$ cat src/rtl/perf_counter_bank_if.sv
// Register-port bundle for perf_counter_bank: word-addressed write/read strobes
// with a registered 32-bit read return.
interface perf_counter_bank_if #(
  parameter int unsigned ADDR_W = 7
) ();
  logic              we;
  logic              re;
  logic [ADDR_W-1:0] addr;
  logic [31:0]       wdata;
  logic [31:0]       rdata;
  logic              rvalid;

  modport master (output we, re, addr, wdata, input rdata, rvalid);
  modport slave  (input we, re, addr, wdata, output rdata, rvalid);
endinterface

$ cat src/rtl/perf_counter_bank.sv
// Memory-mapped bank of NUM_CH event counters with stall gating, sticky overflow,
// masked irq and an all-channel snapshot. Optional thresholds: PERF_CNT_THRESH_EN.
module perf_counter_bank #(
  parameter int unsigned NUM_CH = 4,
  parameter int unsigned CNT_W  = 48,
  parameter int unsigned ADDR_W = 7
) (
  input  logic              CLK,
  input  logic              reset,
  input  logic [NUM_CH-1:0] event_in,
  input  logic              stall,
  perf_counter_bank_if.slave bus,
  output logic              irq
);

  localparam int unsigned CH_BASE  = 8;
  localparam int unsigned THR_BASE = 72;
  localparam logic [CNT_W-1:0] CNT_MAX = '1;

  logic              global_en, global_en_d;
  logic [NUM_CH-1:0] en, en_d, gate, gate_d, imask, imask_d;
  logic [NUM_CH-1:0] ovf, ovf_d, ovf_set, ovf_w1c, cnt_c;
  logic [CNT_W-1:0]  live   [NUM_CH];
  logic [CNT_W-1:0]  live_d [NUM_CH];
  logic [CNT_W-1:0]  snap   [NUM_CH];
  logic [CNT_W-1:0]  snap_d [NUM_CH];
  logic [31:0]       rdata_d;
  logic              irq_d;
  logic              snap_p, clr_p;
`ifdef PERF_CNT_THRESH_EN
  logic [31:0]       thresh   [NUM_CH];
  logic [31:0]       thresh_d [NUM_CH];
  logic [NUM_CH-1:0] thr, thr_d, thr_set, thr_w1c;
`endif

  logic [ADDR_W-1:0] addr_q;
  logic [31:0]       a, ch_off;
  logic              chan_hit;

  assign addr_q   = bus.addr;
  assign a        = 32'(addr_q);
  assign ch_off   = a - CH_BASE;
  assign chan_hit = (a >= CH_BASE) && (a < CH_BASE + 4 * NUM_CH);
  assign cnt_c    = {NUM_CH{global_en}} & en & event_in & ~(gate & {NUM_CH{stall}});

  // Next-state: register writes, live priority (clear_all > preload > increment), read mux
  always_comb begin
    global_en_d = global_en;
    en_d        = en;
    gate_d      = gate;
    imask_d     = imask;
    ovf_set     = '0;
    ovf_w1c     = '0;
    live_d      = live;
    snap_d      = snap;
    snap_p      = 1'b0;
    clr_p       = 1'b0;
    rdata_d     = bus.rdata;
`ifdef PERF_CNT_THRESH_EN
    thresh_d    = thresh;
    thr_set     = '0;
    thr_w1c     = '0;
`endif
    if (bus.we) begin
      if (a == 32'd0) begin
        global_en_d = bus.wdata[0];
        snap_p      = bus.wdata[1];
        clr_p       = bus.wdata[2];
      end
      if (a == 32'd1) ovf_w1c = bus.wdata[NUM_CH-1:0];
      if (a == 32'd2) imask_d = bus.wdata[NUM_CH-1:0];
`ifdef PERF_CNT_THRESH_EN
      if (a == 32'd3) thr_w1c = bus.wdata[NUM_CH-1:0];
`endif
    end
    for (int i = 0; i < NUM_CH; i++) begin
      if (bus.we && chan_hit && (ch_off[31:2] == 30'(i)) && (ch_off[1:0] == 2'd0)) begin
        en_d[i]   = bus.wdata[0];
        gate_d[i] = bus.wdata[1];
      end
      if (snap_p) snap_d[i] = live[i];
      if (clr_p) begin
        live_d[i] = '0;
      end else if (bus.we && chan_hit && (ch_off[31:2] == 30'(i)) && (ch_off[1:0] == 2'd1)) begin
        live_d[i] = CNT_W'(bus.wdata);
      end else if (cnt_c[i]) begin
        live_d[i]  = live[i] + CNT_W'(1);
        ovf_set[i] = (live[i] == CNT_MAX);
      end
`ifdef PERF_CNT_THRESH_EN
      if (bus.we && (a == 32'(THR_BASE + i))) thresh_d[i] = bus.wdata;
      thr_set[i] = (32'(live_d[i]) == thresh[i]) && (32'(live[i]) != thresh[i]);
`endif
    end
    // Set wins over a same-cycle W1C
    ovf_d = (ovf & ~ovf_w1c) | ovf_set;
`ifdef PERF_CNT_THRESH_EN
    thr_d = (thr & ~thr_w1c) | thr_set;
    irq_d = (|(ovf_d & imask)) | (|(thr_d & imask));
`else
    irq_d = |(ovf_d & imask);
`endif

    // Read mux samples pre-write state, so a same-cycle write is not visible
    if (bus.re) begin
      rdata_d = '0;
      if (a == 32'd0) rdata_d = 32'(global_en);
      if (a == 32'd1) rdata_d = 32'(ovf);
      if (a == 32'd2) rdata_d = 32'(imask);
`ifdef PERF_CNT_THRESH_EN
      if (a == 32'd3) rdata_d = 32'(thr);
`endif
      for (int i = 0; i < NUM_CH; i++) begin
        if (chan_hit && (ch_off[31:2] == 30'(i))) begin
          case (ch_off[1:0])
            2'd0:    rdata_d = {30'd0, gate[i], en[i]};
            2'd1:    rdata_d = 32'(live[i]);
            2'd2:    rdata_d = 32'(snap[i]);
            default: rdata_d = 32'(64'(snap[i]) >> 32);
          endcase
        end
`ifdef PERF_CNT_THRESH_EN
        if (a == 32'(THR_BASE + i)) rdata_d = thresh[i];
`endif
      end
    end
  end

  always_ff @(posedge CLK or negedge reset) begin
    if (!reset) begin
      global_en  <= 1'b0;
      en         <= '0;
      gate       <= '0;
      imask      <= '0;
      ovf        <= '0;
      for (int i = 0; i < NUM_CH; i++) begin
        live[i] <= '0;
        snap[i] <= '0;
      end
      bus.rdata  <= '0;
      bus.rvalid <= 1'b0;
      irq        <= 1'b0;
`ifdef PERF_CNT_THRESH_EN
      thr        <= '0;
      for (int i = 0; i < NUM_CH; i++) thresh[i] <= '1;
`endif
    end else begin
      global_en  <= global_en_d;
      en         <= en_d;
      gate       <= gate_d;
      imask      <= imask_d;
      ovf        <= ovf_d;
      live       <= live_d;
      snap       <= snap_d;
      bus.rdata  <= rdata_d;
      bus.rvalid <= bus.re;
      irq        <= irq_d;
`ifdef PERF_CNT_THRESH_EN
      thr        <= thr_d;
      thresh     <= thresh_d;
`endif
    end
  end

endmodule

$ cat src/flat_wrapper.sv
// flat-port wrapper written by rule: the top's interface ports become plain ports
module perf_counter_bank_flat 
#(
  parameter int unsigned NUM_CH = 4,
  parameter int unsigned CNT_W  = 48,
  parameter int unsigned ADDR_W = 7
)
  (CLK, reset, event_in, stall, irq, bus_we, bus_re, bus_addr, bus_wdata, bus_rdata, bus_rvalid);
  perf_counter_bank_if #(.ADDR_W(ADDR_W)) bus_i ();
  input  logic CLK;
  input  logic reset;
  input  logic [NUM_CH-1:0] event_in;
  input  logic stall;
  output logic irq;
  input wire logic [$bits(bus_i.we)-1:0] bus_we;
  input wire logic [$bits(bus_i.re)-1:0] bus_re;
  input wire logic [$bits(bus_i.addr)-1:0] bus_addr;
  input wire logic [$bits(bus_i.wdata)-1:0] bus_wdata;
  output wire logic [$bits(bus_i.rdata)-1:0] bus_rdata;
  output wire logic [$bits(bus_i.rvalid)-1:0] bus_rvalid;
  assign bus_i.we = bus_we;
  assign bus_i.re = bus_re;
  assign bus_i.addr = bus_addr;
  assign bus_i.wdata = bus_wdata;
  assign bus_rdata = bus_i.rdata;
  assign bus_rvalid = bus_i.rvalid;
  perf_counter_bank #(.NUM_CH(NUM_CH), .CNT_W(CNT_W), .ADDR_W(ADDR_W)) u_core (.CLK(CLK), .reset(reset), .event_in(event_in), .stall(stall), .bus(bus_i), .irq(irq));
endmodule
$ cat config.mk
export PLATFORM = sky130hd
export DESIGN_NAME = perf_counter_bank_flat
export DESIGN_NICKNAME = d
export VERILOG_FILES = /design/src/rtl/perf_counter_bank_if.sv /design/src/rtl/perf_counter_bank.sv /design/src/flat_wrapper.sv
export SDC_FILE = /design/constraint.sdc
export NUM_CORES = 1
export LEC_CHECK = 0
export ABC_AREA = 1
export CELL_PAD_IN_SITES_DETAIL_PLACEMENT = 0
export CELL_PAD_IN_SITES_GLOBAL_PLACEMENT = 2
export CORE_MARGIN = 2
export CORE_UTILIZATION = 39
export CTS_CLUSTER_DIAMETER = 50
export DETAILED_ROUTE_END_ITERATION = 10
export GPL_ROUTABILITY_DRIVEN = 0
export PLACE_DENSITY_LB_ADDON = 0.1
export SYNTH_ARGS = -nofsm -noshare
export SYNTH_HDL_FRONTEND = slang
export SYNTH_SLANG_ARGS = --single-unit
$ cat constraint.sdc
create_clock -name CLK -period 5.8 [get_ports CLK]
set_clock_uncertainty 0.2 [all_clocks]
set_input_delay 1.45 -clock CLK [delete_from_list [all_inputs] [get_ports CLK]]
set_output_delay 1.45 -clock CLK [all_outputs]
set_load 0.01 [all_outputs]
Yosys cells after proc, flatten, opt, wreduce, memory -nomap -nowiden
Index checks and enable logic that the tools add are counted.
{ "word_totals": {"register_bits": 435, "wordCells": 118, "in_bits": 48, "out_inout_bits": 34} }
{ "op_classes": {"eq_ne": 11, "order_cmp": 2, "n_reduce_logical": 28, "muxes": 41, "add_sub_neg": 5, "bitwise": 9} }
{ "op_table": {"columns": ["cell", "n"], "rows": [
  ["$mux 48", 12],
  ["$pmux 32 s3", 4],
  ["$add 48x1->48 const B", 4],
  ["$eq 48x48->1 const B", 4],
  ["$mux 32", 4],
  ["$eq 30x2->1 const B", 2],
  ["$logic_not 32->1", 1],
  ["$eq 30x1->1 const B", 1],
  ["$logic_not 30->1", 1],
  ["$and 4x4->4", 6],
  ["$logic_and 1x1->1", 18],
  ["$mux 1", 17],
  ["$mux 4", 4],
  ["$reduce_bool 3->1", 4],
  ["$not 4->4", 2],
  ["$sub 7x4->8 const B", 1],
  ["$eq 7x1->1 const B", 1],
  ["$eq 7x2->1 const B", 1],
  ["$ge 7x4->1 const B", 1],
  ["$lt 7x5->1 const B", 1],
  ["$or 4x4->4", 1],
  ["$reduce_and 2->1", 2],
  ["$reduce_or 4->1", 1],
  ["$eq 2x1->1 const B", 1],
  ["other kinds (2)", 2]
]} }

Depth between registers and ports, before layout
Gate-level depths: netlist of the first run.
{ "logic_depth": {"word_depth": 10, "ltp_mapped": 14} }

Worst setup path before layout of the first run
OpenSTA, ideal clock, no wires.
{ "synth_timing": {"kind": "in2reg", "start": "input bus_addr[3]", "end": "register u_core.live[10] (netlist name)", "path_slack_ns": 2.498, "t_arrival_ns": 2.979, "setup_ns": 0.123, "n_path_buf": 2, "cell_stages": 12, "cell_sequence": "inv_2 > ha_1 > inv_1 > nand2_1 > nand3_1 > nor2_1 > nand4_1 > clkbuf_1 > clkbuf_1 > o21ai_0 > nand3_1 > o21ai_1"} }
{ "synth_via": {"elab_chain_cells": 7} }
{ "synth_lines": {"columns": ["item", "line", "rtl"], "rows": [
  ["from (decl)", "flat_wrapper.sv:17", "input wire logic [$bits(bus_i.addr)-1:0] bus_addr;"],
  ["branches (longest 7 deep; another with $sub 7x4->8)", null, null],
  ["to (signal assigned)", "perf_counter_bank.sv:153", "live <= live_d;"],
  ["to (decl)", "perf_counter_bank.sv:23", "logic [CNT_W-1:0] live [NUM_CH];"]
]} }
Parallel ways; which one is timed is not known.
A chain may end at the register's enable or synchronous reset.

Final worst setup path of the first run
{ "layout_timing": {"start": "input bus_addr[0]", "end": "register u_core.live[171] (netlist name)"} }
{ "layout_via": {"elab_chain_cells": 7} }
{ "layout_lines": {"columns": ["item"], "rows": [
  ["branches (longest 7 deep; another with $sub 7x4->8)"]
]} }
Parallel ways; which one is timed is not known.

==> qor.yml, run 1 <==
clocking:
  cts_hold_buf: 0
  numCtsBuffers: 72
  cts_tree: "done"
  post_cts_resized: 0
  cts_max_path_buffers: 3
  h-tree-depth: 3
  clkSinkCount: 435
  cts_root_buf: "clkbuf_16"
  clk_pin_slew_ns: 0.06
  cts_setup_buffers: 0
  insertion_delay_ns: 0.63
detailed_routing:
  viasPerCell: 5.643
  remaining_drc_errors: 0
  vias: 26608
  first_pass_iters: 7
  wire_per_inst_um: 23.67
  detail-route-antenna-nets: 0
  drt_wl_total_um: 111600
  drtIter0Drc: 2938
synth:
  synthSimpleGateAreaFrac: 0.3326
  synth_area_leaders: "dfrtp_1, nand2_1, o21ai_0"
  yosysWarnings: 0
  synth-adder-area-share: 0.003381
  synth_area_per_cell_um2: 6.903
  yosys.area.top_type: "dfrtp_1"
  ys_seq_area_frac: 0.4202
  synth_area_um2: 25910
  synth_top_family_by_area: "simple AND/OR/NAND/NOR gates"
  synthXorXnorAreaFrac: 0.03989
  synth_commonest_cells: "nand2_1, o21ai_0, dfrtp_1, nor2_1, inv_1"
  synth_compound_area_frac: 0.1315
  synth-main-ff-cell: "dfrtp_1"
  synthCells: 3753
  yosysTopAreaCellShare: 0.4202
  synth_edf_count: 0
  synth.mux.area_fraction: 0.001739
  synth.most_common_cell: "nand2_1"
  ys_async_sr_fraction: 1.000
  synth.distinct_cells: 40
  syn_nets: 3808
  ys_seq_elements: 435
global_routing:
  grt_max_degree: 142
  grt_pass1_vias: 25050
  overflow: 0
  grt_first_pass_wirelength_um: 164400
  grtUsageTotal: 0.3251
  antenna_found_initial: 1
placed_design:
  io_buffers: 81
  dp_cells: 4581
  placed_cell_area_um2: 27580
  dp_hpwl_um: 82570
sta:
  setup_tns_ns: 0
  finalCriticalPeriod_ns: 4.439
  worst_slew_pin_slew_ns: 0.9557
  fin_crit_sh: 0.7654
  whs_ns: 0.2789
  slew_violations: 0
  achievable-frequency_ghz: 0.2253
  max_slew_margin: 0.3628
  hold_viol: 0
  rsz0062_at_grt: "false"
  finalSetupViolCount: 0
floorplanning:
  die_x_um: 261.7
  fp.dieH_um: 261.7
  die-area_um2: 68510
  start_util: 0.3941
  core_um2: 65750
  pin_count: 82
  rows: 94
setup_path:
  worst_ep_required_time_ns: 6.09
  crit_fanout: 56
  cp.arrival_ns: 4.73
  start_kind: "input pin"
  end_kind: "flop"
  crit_type: "in2reg"
run_status:
  outcome: "completed"
worst_hold_path:
  min_path_type: "reg2reg"
pwr:
  p_per_area_nw_per_um2: 354.7
  power.share.clock: 0.433
  internal-power_uw: 6869
  report.power.total_uw: 10700
  swShare: 0.3579
  ir_drop_mv: 0.1833
  power_frac_seq: 0.339
  p_sw_uw: 3828
  p_leak_uw: 0.01410
  combPwrFrac: 0.229
layout:
  finalNonFillerCells: 4715
  final_area_um2: 30160
  fin_nets: 3846
  drive_gt1_frac: 0.05688
  area_growth_pct: 16.40
run:
  cap_violations: 0
==> per-stage QoR <==
step | worst slack (ns) | util
4_1_cts | 1.422 | 0.4586
3_5_place_dp | 0.7767 | 0.4194
3_3_place_gp | 0.8140 | 0.4194
6_report | 1.361 | 0.4587
2_1_floorplan | 2.498 | -
5_1_grt | 1.128 | 0.4586
==> registers in the layout, indices dropped and copies added (netlist names) <==
name and cells:
u_core.bus.rdata 32, u_core.irq 1, u_core.imask 4, u_core.bus.rvalid 1
u_core.live 192, u_core.snap 192, u_core.global_en 1, u_core.en 4
u_core.gate 4, u_core.ovf 4
==> cell usage in the layout, fill, tap and decap left out, drive strengths merged, types with 6 or more instances in the layout <==
cell / Yosys / routed
nand4: 79 / 79
bufinv: 0 / 8
a221oi: 8 / 8
xor2: 118 / 118
o2111ai: 6 / 6
o211ai: 86 / 86
clkdlybuf4s50: 0 / 80
o22ai: 17 / 17
clkbuf: 96 / 85
nand3: 240 / 240
nand2: 1312 / 1312
inv: 291 / 308
ha: 7 / 7
clkinvlp: 0 / 7
nor2: 417 / 417
buf: 69 / 49
dfrtp: 435 / 435
a21oi: 14 / 14
o21ai: 473 / 473
clkinv: 4 / 20
nor3: 62 / 62
==> power by group through the flow <==
stage | sequential (uW) | clock, uW | combinational, uW
floorplan | 3570 | 0 | 1560
global placement | 3650 | 0 | 2380
detailed placement | 3660 | 0 | 2390
CTS | 3610 | 4680 | 2400
global route | 3650 | 4810 | 2710
finish | 3620 | 4630 | 2450
==> cell type report <==
type	count	area [um2]
Timing Repair Buffer	129	1264
Tap cell	864	1081
Fill cell	6808	35590
Clock inverter	48	594.3
Sequential cell	435	10890
Clock buffer	85	1983
Inverter	295	1109
Antenna cell	1	2.502
Multi-Input combinational cell	2858	13240
==> path summary, 6_finish.rpt <==
kind	startpoint	to	slack, ns	cells past startpoint
worst min register to register	u_core.bus.rdata[5]	u_core.bus.rdata[5]	0.28	2
worst max register to register	u_core.live[144]	u_core.live[174]	2.73	10
worst min-delay path	u_core.bus.rdata[5]	u_core.bus.rdata[5]	0.28	2
max in group asynchronous	reset	u_core.live[56]	3.51	2
worst max-delay path	bus_addr[0]	u_core.live[171]	1.36	12
min in group asynchronous	reset	u_core.snap[139]	0.73	1
==> critical path, stage by stage <==
cell,delay (ns)
clkdlybuf4s50_1,0.65
nor2_1,0.10
buf_4,0.20
inv_1,0.10
nor2_4,0.07
nand3_4,0.08
buf_4,0.67
nand3_4,0.41
nand2_2,0.24
clkinv_2,0.40
nand3_1,0.21
o21ai_0,0.10
==> metal layers <==
layer / vias to the layer above / track usage / share of wire
li1: 12281 / - / -
met1: 12960 / 0.4581 / 0.44
met2: 1183 / 0.4878 / 0.43
met3: 184 / 0.06221 / 0.082
met4: 0 / 0.1373 / 0.042
met5: - / 0 / 0
==> cells by family after synthesis <==
group | Yosys count
flip-flops | 435
XOR/XNOR | 118
adder cells (fa/ha/maj) | 7
AO/OA/AOI/OAI | 616
AND/OR/NAND/NOR | 2113
multiplexers | 4
buffers and inverters | 460
Note: power is estimated with default switching activity, not from simulation.
==> inputs of run 2 (changes only) <==
--- a/config.mk
+++ b/config.mk
@@ -9,7 +9,7 @@
 export CELL_PAD_IN_SITES_DETAIL_PLACEMENT = 0
 export CELL_PAD_IN_SITES_GLOBAL_PLACEMENT = 2
 export CORE_MARGIN = 2
-export CORE_UTILIZATION = 39
+export CORE_UTILIZATION = 32
 export CTS_CLUSTER_DIAMETER = 50
 export DETAILED_ROUTE_END_ITERATION = 10
 export GPL_ROUTABILITY_DRIVEN = 0
==> constraint.sdc (replaced) <==
create_clock -name CLK -period 3.8 [get_ports CLK]
set_clock_uncertainty 0.2 [all_clocks]
set_input_delay 0.95 -clock CLK [delete_from_list [all_inputs] [get_ports CLK]]
set_output_delay 0.95 -clock CLK [all_outputs]
set_load 0.01 [all_outputs]
==> run 2 against run 1 <==
Compared with the run above:
- power rose by 58%
- combinational power up 57%
- global-route usage down 4.0 points
- largest cell class unchanged
- sequential share of layout area is 1.7 points lower
- critical path depth grew 2
==> qor.yml, run 2 (synthesized netlist as in run 1, its figures left out) <==
layout:
  top_regs: "u_core.live x192, u_core.snap x192, u_core.bus.rdata x32"
  mostFrequentLayoutCells: "nand2_1, o21ai_0, dfrtp_1"
  fin_nets: 3938  # +2.4%
  finalNonFillerCells: 5015  # +6.4%
  final_core_util: 0.3942  # -0.06442
  drive_gt1_frac: 0.07852  # +0.02164
  final_area_um2: 31650  # +5.0%
  area_growth_pct: 22.18
  final_common_cell: "nand2_1"
  fillers: 8466  # +24%
pwr:
  combPwrFrac: 0.227  # -0.002
  ir_drop_mv: 0.3242  # +77%
  p_sw_uw: 6016  # +57%
  internal-power_uw: 10910  # +59%
  report.power.total_uw: 16930  # +58%
  p_leak_uw: 0.01472  # +4.4%
  p_per_area_nw_per_um2: 534.9  # +51%
  swShare: 0.3553  # -0.002536
  power_frac_seq: 0.327  # -0.012
  power.share.clock: 0.445  # +0.012
setup_path:
  cpPeakStageDelay_ns: 0.50  # -0.17 ns
  r2r_cells: 13  # +3
  start_kind: "input pin"
  timing.rr.end: "u_core.irq"
  path_cells: "clkdlybuf4s50_1 -> inv_2 -> ha_1 -> nand2_1 -> nand3_1 -> buf_4 -> nor2_1 -> nand4_1 -> buf_12 -> clkinv_1 -> buf_12 -> nand2_1 -> nand3_1 -> o21ai_0"
  r2r_slack_ns: 0.68  # -2.05 ns
  cp.arrival_ns: 3.76  # -0.97 ns
  crit_family: "buffers and inverters"
  worst_ep_required_time_ns: 4.09  # -2.00 ns
  crit_buf_inv: 6  # +1
  cp.depth: 14  # +2
  cp_slowest_cell: "clkdlybuf4s50_1"
  end_kind: "flop"
  crit_type: "in2reg"
  crit_fanout: 40  # -29%
  worstReg2RegStart: "u_core.live[144]"
clocking:
  cts_tree: "done"
  cts_max_path_buffers: 3  # unchanged
  clk_pin_slew_ns: 0.05  # about the same
  insertion_delay_ns: 0.62  # about the same
  post_cts_resized: 0  # unchanged
  h-tree-depth: 3  # unchanged
  numCtsBuffers: 81  # +13%
  clkSinkCount: 435  # unchanged
  cts_root_buf: "clkbuf_16"
  cts_setup_buffers: 0  # unchanged
  cts_hold_buf: 0  # unchanged
worst_hold_path:
  min_path_type: "in2async"
run_status:
  outcome: "completed"
detailed_routing:
  drtIter0Drc: 2774  # -5.6%
  first_pass_iters: 5  # -2
  detail-route-antenna-nets: 0  # unchanged
  wire_per_inst_um: 23.77  # +0.42%
  viasPerCell: 5.316  # -5.8%
  drt_wl_total_um: 119200  # +6.8%
  remaining_drc_errors: 0  # unchanged
  vias: 26660  # +0.20%
global_routing:
  grt_pass1_vias: 25625  # +2.3%
  antenna_found_initial: 7  # +6
  grtUsageTotal: 0.2853  # -0.03981
  grt_first_pass_wirelength_um: 173300  # +5.4%
  grt_max_degree: 101  # -29%
  overflow: 0  # unchanged
floorplanning:
  start_util: 0.3227  # -0.07137
  pin_count: 82  # unchanged
  die-area_um2: 83250  # +22%
  rows: 104  # +11%
  fp.dieH_um: 288.5  # +10%
  core_um2: 80290  # +22%
  die_x_um: 288.5  # +10%
sta:
  finalCriticalPeriod_ns: 3.471
  max_slew_margin: 0.3923  # +0.02947
  setup_tns_ns: 0  # unchanged
  slew_violations: 0  # unchanged
  hold_viol: 0  # unchanged
  worst_slew_pin_slew_ns: 0.9095  # -0.04623 ns
  rsz0062_at_grt: "false"
  achievable-frequency_ghz: 0.2881
  finalSetupViolCount: 0  # unchanged
  fin_crit_sh: 0.9133
run:
  cap_violations: 0  # unchanged
placed_design:
  dp_hpwl_um: 89780  # +8.7%
  placed_cell_area_um2: 28840  # +4.6%
  dp_cells: 4860  # +6.1%
  io_buffers: 81  # unchanged
run 2: changes by cell type in the layout (fill, tap and decap cells not counted):
cell,delta
clkbuf_8,-4
clkbuf_16,+10
inv_6,+1
buf_4,+51
clkinv_4,+1
clkbuf_1,+7
inv_16,-2
diode_2,+6
buf_12,+32
clkinvlp_4,+2
run 2: layout make-up:
type | count | area (um2) | area share
multi-input cells | 2858 | 13240 | 0.4182
flip-flops and latches | 435 | 10890 | 0.3439
repair buffers | 212 | 2287 | 0.07226
clock buffers | 98 | 2205 | 0.06965
well taps | 1060 | 1326 | 0.04190
inverters | 295 | 1109 | 0.03502
clock inverters | 50 | 586.8 | 0.01854
diodes | 7 | 17.52 | 0.0005534
run 2: worst max path at each step:
stage / startpoint / endpoint
6_report: bus_addr[3] / u_core.live[14]
5_1_grt: bus_addr[3] / u_core.live[14]
4_1_cts: bus_addr[1] / u_core.live[38]
3_5_place_dp: bus_addr[1] / u_core.live[45]
3_3_place_gp: bus_addr[4] / u_core.bus.rdata[31]
2_1_floorplan: bus_addr[3] / u_core.live[10]
run 2: worst register-to-register path: cells and delay by family (launching register included):
kind                       cells  cell delay [ns]
and+or+nand+nor               11             1.99
DFF                            1             0.51
adders and majority gates      1             0.31
buffers and inverters          1             0.03
run 2: power groups by stage:
stage	Clock (uW)	Combinational, uW	Sequential (uW)
3_5_place_dp	0	3790	5610
3_3_place_gp	0	3790	5600
5_1_grt	7870	4300	5590
6_report	7540	3850	5540
2_1_floorplan	0	2380	5440
4_1_cts	7670	3820	5530
run 2: metrics by stage:
step | hold slack [ns] | worst slack (ns)
after floorplan | 0.2478 | 0.9983
final | 0.05507 | 0.3294
after global routing | 0.06435 | 0.2748
after global placement | 0.2613 | -0.1360
after CTS | 0.04890 | 0.5036
after detailed placement | 0.2648 | -0.1226
run 2: layer usage:
layer	global-route usage	share of wire
met1	0.4002	0.45
met2	0.4290	0.43
met3	0.05924	0.080
met4	0.1117	0.038
met5	0	0.00024
